<file path="src/rtl/physical_block_control.sv">
// Command-path control FSM for the SD-host physical layer: sequences the PTS/STP
// wrappers and the CMD pad, captures the response and hands it upstream.
module physical_block_control #(
  parameter int RESP_W = 38
) (
  input  logic              iClock_SD,
  input  logic              iReset,
  input  logic              iStrobe_in,
  input  logic              iTransmission_complete,
  input  logic              iReception_complete,
  input  logic              iNo_response,
  input  logic [RESP_W-1:0] iPad_response,
  input  logic              iAck_in,
  output logic              oReset_wrapper,
  output logic              oEnable_PTS_wrapper,
  output logic              oEnable_STP_wrapper,
  output logic              oPad_stable,
  output logic              oPad_enable,
  output logic              oLoad_send,
  output logic              oStrobe_out,
  output logic [RESP_W-1:0] oResponse,
  output logic              oAck_out
);

  typedef enum logic [2:0] {
    RESET     = 3'd0,
    IDLE      = 3'd1,
    LOAD      = 3'd2,
    SEND      = 3'd3,
    WAIT_RESP = 3'd4,
    STROBE    = 3'd5,
    WAIT_ACK  = 3'd6,
    ACK       = 3'd7
  } state_t;

  state_t state;

  // Output word order: reset_wrapper, en_pts, en_stp, pad_stable, pad_enable,
  // load_send, strobe_out, ack_out. Loaded together with the state so every
  // output is a flop that tracks the registered state exactly.
  logic [7:0] outs;

  function automatic logic [7:0] decode(input state_t s);
    logic [7:0] o;
    o = 8'h00;
    case (s)
      RESET:     o = 8'b1000_0000;
      LOAD:      o = 8'b0100_1100;
      SEND:      o = 8'b0101_1000;
      WAIT_RESP: o = 8'b0011_0000;
      STROBE:    o = 8'b0000_0010;
      ACK:       o = 8'b0000_0001;
      default:   o = 8'h00;
    endcase
    return o;
  endfunction

  always_ff @(posedge iClock_SD) begin
    if (!iReset) begin
      state     <= RESET;
      outs      <= decode(RESET);
      oResponse <= '0;
    end else begin
      case (state)
        RESET: begin
          state <= IDLE;
          outs  <= decode(IDLE);
        end
        IDLE: begin
          if (iStrobe_in) begin
            state <= LOAD;
            outs  <= decode(LOAD);
          end
        end
        LOAD: begin
          state <= SEND;
          outs  <= decode(SEND);
        end
        SEND: begin
          if (iTransmission_complete) begin
            state <= WAIT_RESP;
            outs  <= decode(WAIT_RESP);
          end
        end
        WAIT_RESP: begin
          // A real reception takes priority over a concurrent no-response flag.
          if (iReception_complete) begin
            state     <= STROBE;
            outs      <= decode(STROBE);
            oResponse <= iPad_response;
          end else if (iNo_response) begin
            state     <= STROBE;
            outs      <= decode(STROBE);
            oResponse <= '0;
          end
        end
        STROBE: begin
          state <= WAIT_ACK;
          outs  <= decode(WAIT_ACK);
        end
        WAIT_ACK: begin
          if (iAck_in) begin
            state <= ACK;
            outs  <= decode(ACK);
          end
        end
        ACK: begin
          state <= IDLE;
          outs  <= decode(IDLE);
        end
        default: begin
          state <= RESET;
          outs  <= decode(RESET);
        end
      endcase
    end
  end

  assign oReset_wrapper      = outs[7];
  assign oEnable_PTS_wrapper = outs[6];
  assign oEnable_STP_wrapper = outs[5];
  assign oPad_stable         = outs[4];
  assign oPad_enable         = outs[3];
  assign oLoad_send          = outs[2];
  assign oStrobe_out         = outs[1];
  assign oAck_out            = outs[0];

endmodule

</file>
<file path="config.mk">
export PLATFORM = sky130hd
export DESIGN_NAME = physical_block_control
export DESIGN_NICKNAME = d
export VERILOG_FILES = /design/src/rtl/physical_block_control.sv
export SDC_FILE = /design/constraint.sdc
export NUM_CORES = 1
export LEC_CHECK = 0
export BUFFER_PORTS_ARGS = -buffer_cell sky130_fd_sc_hd__clkbuf_2
export CAP_MARGIN = 20
export CELL_PAD_IN_SITES_DETAIL_PLACEMENT = 2
export CELL_PAD_IN_SITES_GLOBAL_PLACEMENT = 2
export CORE_MARGIN = 1.5
export CORE_UTILIZATION = 29
export CTS_BUF_LIST = sky130_fd_sc_hd__clkbuf_8
export DETAILED_ROUTE_END_ITERATION = 8
export PLACE_DENSITY = 0.95
export SLEW_MARGIN = 0
export SYNTH_ARGS = -nofsm -noshare
export SYNTH_HDL_FRONTEND = slang
export SYNTH_SLANG_ARGS = --single-unit
</file>
<file path="constraint.sdc">
create_clock -name iClock_SD -period 3 [get_ports iClock_SD]
set_input_delay 0.15 -clock iClock_SD [delete_from_list [all_inputs] [get_ports iClock_SD]]
set_output_delay 0.15 -clock iClock_SD [all_outputs]
set_load 0.01 [all_outputs]
</file>
==> results.sh <==
export IMPL_finalSetupViolCount=0
export IMPL_cts_buffers=5
export IMPL_via_per_inst=5.10
export IMPL_p_int_w=0.00117
export IMPL_initial_core_util=0.301
export IMPL_worstPathRequired_ps=3220
export IMPL_post_route_drc_count=0
export IMPL_cts_setup_buffers=0
export IMPL_clk_pin_slew_worst_paths_ps=100
export IMPL_place_hpwl_microns=4380
export IMPL_fin_area_sq_mm=0.00253
export IMPL_leakagePower_nw=1.11
export IMPL_diodes=0
export IMPL_synth_xor_area_share=0
export IMPL_startpoint="state[1]$_SDFFE_PN0P_"
export IMPL_dieWidth_microns=84.2
export IMPL_synth_compound_area_frac=0.245
export IMPL_postSynthCellCount=199
export IMPL_ys_seq_area_frac=0.503
export IMPL_rows=29
export IMPL_r2r_start="state[1]$_SDFFE_PN0P_"
export IMPL_yosys_warnings=0
export IMPL_holdCritStartpoint="iReset"
export IMPL_clkPwrFrac=0.343
export IMPL_synth_fa_ha_area_frac=0.0393
export IMPL_finalSetupTns_ps=0
export IMPL_grt_pass1_vias=1972
export IMPL_reg2reg_depth=6
export IMPL_die_area_sq_mm=0.00709
export IMPL_status="finished, final reports clean"
export IMPL_core_area_sq_mm=0.00635
export IMPL_placed_area_sq_mm=0.00239
export IMPL_synth_top_family_by_area="compound AO/OA/AOI/OAI gates"
export IMPL_clk_latency_ps=310
export IMPL_maxCapViolations=0
export IMPL_h_tree_depth=2
export IMPL_slew_headroom=0.493
export IMPL_avgRoutedWirePerCell_microns=16.8
export IMPL_seqCellArea_sq_um=961
export IMPL_cts_resized=0
export IMPL_powerDensity_mw_per_mm2=655
export IMPL_finalCritPeriodShare=0.693
export IMPL_pwr_share_comb=0.223
export IMPL_r2r_end="oResponse[9]$_SDFFE_PN0P_"
export IMPL_drive_gt1_frac=0.388
export IMPL_area_growth_pct=32.4
export IMPL_synth_cell_type_count=36
export IMPL_min_path_type="in2reg"
export IMPL_synth_net_count=250
export IMPL_whs_ps=87.6
export IMPL_timing_fmax_mhz=481
export IMPL_antenna_left=0
export IMPL_grt_usage=0.179
export IMPL_critPathLaunchType="flop"
export IMPL_end_kind="flop"
export IMPL_cp_arrival_ps=2300
export IMPL_grt_pass1_wl_microns=10200
export IMPL_yosys_area_share_simple=0.157
export IMPL_clockBufferDepth=2
export IMPL_die_h_microns=84.2
export IMPL_crit_type="reg2reg"
export IMPL_first_pass_iters=4
export IMPL_max_vdd_ir_drop_uv=289
export IMPL_rrSetupSlack_ps=920
export IMPL_fillers=733
export IMPL_wirelength_microns=6090
export IMPL_p_switching_w=0.000489
export IMPL_rsz0062_at_grt="no"
export IMPL_skew_ps=17.3
export IMPL_drt_iter0_drc=41
export IMPL_synth_area_sq_mm=0.00191
export IMPL_fin_nets=336
export IMPL_multi_input_area_sq_um=845
export IMPL_post_route_util=0.399
export IMPL_cts_root_buffer="clkbuf_8"
export IMPL_endpoint="oResponse[9]$_SDFFE_PN0P_"
export IMPL_max_slew_worst_pin_slew_ps=759
export IMPL_cts_tree="yes"
export IMPL_final_max_slew_viol_count=0
export IMPL_pin_count=91
export IMPL_vias=1850
export IMPL_place_congestion=0.766
export IMPL_switching_share=0.295
export IMPL_synth_mux_area_fraction=0
export IMPL_period_needed_ps=2080
export IMPL_crit_path_max_fanout=26
export IMPL_p_seq_frac=0.434
export IMPL_ys_ff_latch=48
export IMPL_syn_avg_cell_area_sq_um=9.61
export IMPL_antenna_found_initial=0
export IMPL_cts_hold_buf=0
export IMPL_io_buffers=90
export IMPL_grt_max_degree=46
export IMPL_clock_sinks=48
export IMPL_finalHoldViolations=0
export IMPL_grt_ovfl_total=0
critical path, cell delays in order (launching register included):
cell and delay (ps):
dfxtp_1 390, inv_1 150, ha_1 260, and3_1 530, buf_4 390, a22oi_1 150
nor2_1 110
synth_stat cells:
master	instances	area (sq um)
dfxtp_1	48	961
a22oi_1	38	285
nor2_1	38	143
a21oi_1	10	50.1
ha_1	6	75.1
o21ai_0	6	30.0
nand2_1	5	18.8
buf_2	4	20.0
buf_4	4	30.0
clkbuf_1	4	15.0
inv_1	4	15.0
nand3_1	3	15.0
o211ai_1	3	22.5
buf_6	2	22.5
nor3_2	2	20.0
nor4_1	2	12.5
a21o_1	1	7.51
and3_1	1	6.26
inv_2	1	3.75
nand2_2	1	6.26
nand2b_1	1	6.26
nand3b_1	1	7.51
nor2_2	1	6.26
nor2b_1	1	6.26
nor2b_4	1	13.8
nor3_1	1	5.00
o2111ai_1	1	8.76
o21a_4	1	15.0
o21ai_1	1	5.00
o31ai_1	1	7.51
o32a_1	1	10.0
o32ai_4	1	27.5
or2_2	1	6.26
or3_1	1	6.26
or4_1	1	7.51
or4b_4	1	13.8
cells by family (layout without fill, tap and decap cells):
family / Yosys count / in the layout
AO/OA/AOI/OAI: 64 / 64
adder cells (fa/ha/maj): 6 / 6
buffers and inverters: 19 / 106
flip-flops: 48 / 48
AND/OR/NAND/NOR: 62 / 62
cell usage in the layout, fill, tap and decap left out, types with 3 or more instances in the layout:
cell type / n
a21oi_1: 10
inv_1: 4
o211ai_1: 3
clkbuf_8: 5
nand2_1: 5
clkbuf_2: 90
buf_4: 3
dfxtp_1: 48
ha_1: 6
a22oi_1: 38
o21ai_0: 6
nand3_1: 3
nor2_1: 38
flip-flops by register name (all words and copies together) (netlist names):
register   count
outs           7
oResponse     38
state          3
power groups by stage:
| stage | Sequential, W | Combinational [W] | Clock, W |
|---|---|---|---|
| final | 0.000718 | 0.000370 | 0.000569 |
| after global placement | 0.000728 | 0.000344 | 0 |
| after CTS | 0.000719 | 0.000378 | 0.000586 |
| after floorplan | 0.000735 | 0.000233 | 0 |
| after detailed placement | 0.000734 | 0.000359 | 0 |
| after global routing | 0.000725 | 0.000416 | 0.000609 |
layer usage:
metal  vias up  wire [microns]  share of wire  GRT usage
met2        60            3300           0.54      0.328
li1        883               -              -          -
met3         2             307          0.050     0.0393
met1       905            2450           0.40      0.212
met4         0              42         0.0069     0.0447
met5         -               0              0          0
metrics by stage:
step / worst slack, ps / power [W] / instances
3_3_place_gp: 1070 / 0.00107 / 355
2_1_floorplan: 1320 / 0.000967 / 199
3_5_place_dp: 980 / 0.00109 / 355
4_1_cts: 893 / 0.00168 / 363
6_report: 921 / 0.00166 / 363
5_1_grt: 756 / 0.00175 / 363
worst min-delay path by stage:
stage	slack, ps	to	cells past startpoint
3_5_place_dp	400	outs[7]$_SDFFE_PN1P_	2
4_1_cts	80	outs[7]$_SDFFE_PN1P_	2
2_1_floorplan	210	outs[7]$_SDFFE_PN1P_	1
3_3_place_gp	380	outs[7]$_SDFFE_PN1P_	2
5_1_grt	90	oResponse[11]$_SDFFE_PN0P_	3
6_report	90	outs[7]$_SDFFE_PN1P_	2
layout make-up:
| cell class | count | share of cell area |
|---|---|---|
| multi-input combinational | 132 | 0.334 |
| timing repair buffer | 93 | 0.187 |
| inverter | 5 | 0.00741 |
| clock inverter | 3 | 0.0272 |
| clock buffer | 5 | 0.0272 |
| sequential | 48 | 0.380 |
| tap | 77 | 0.0381 |
Power figures use the tool's default switching activity.
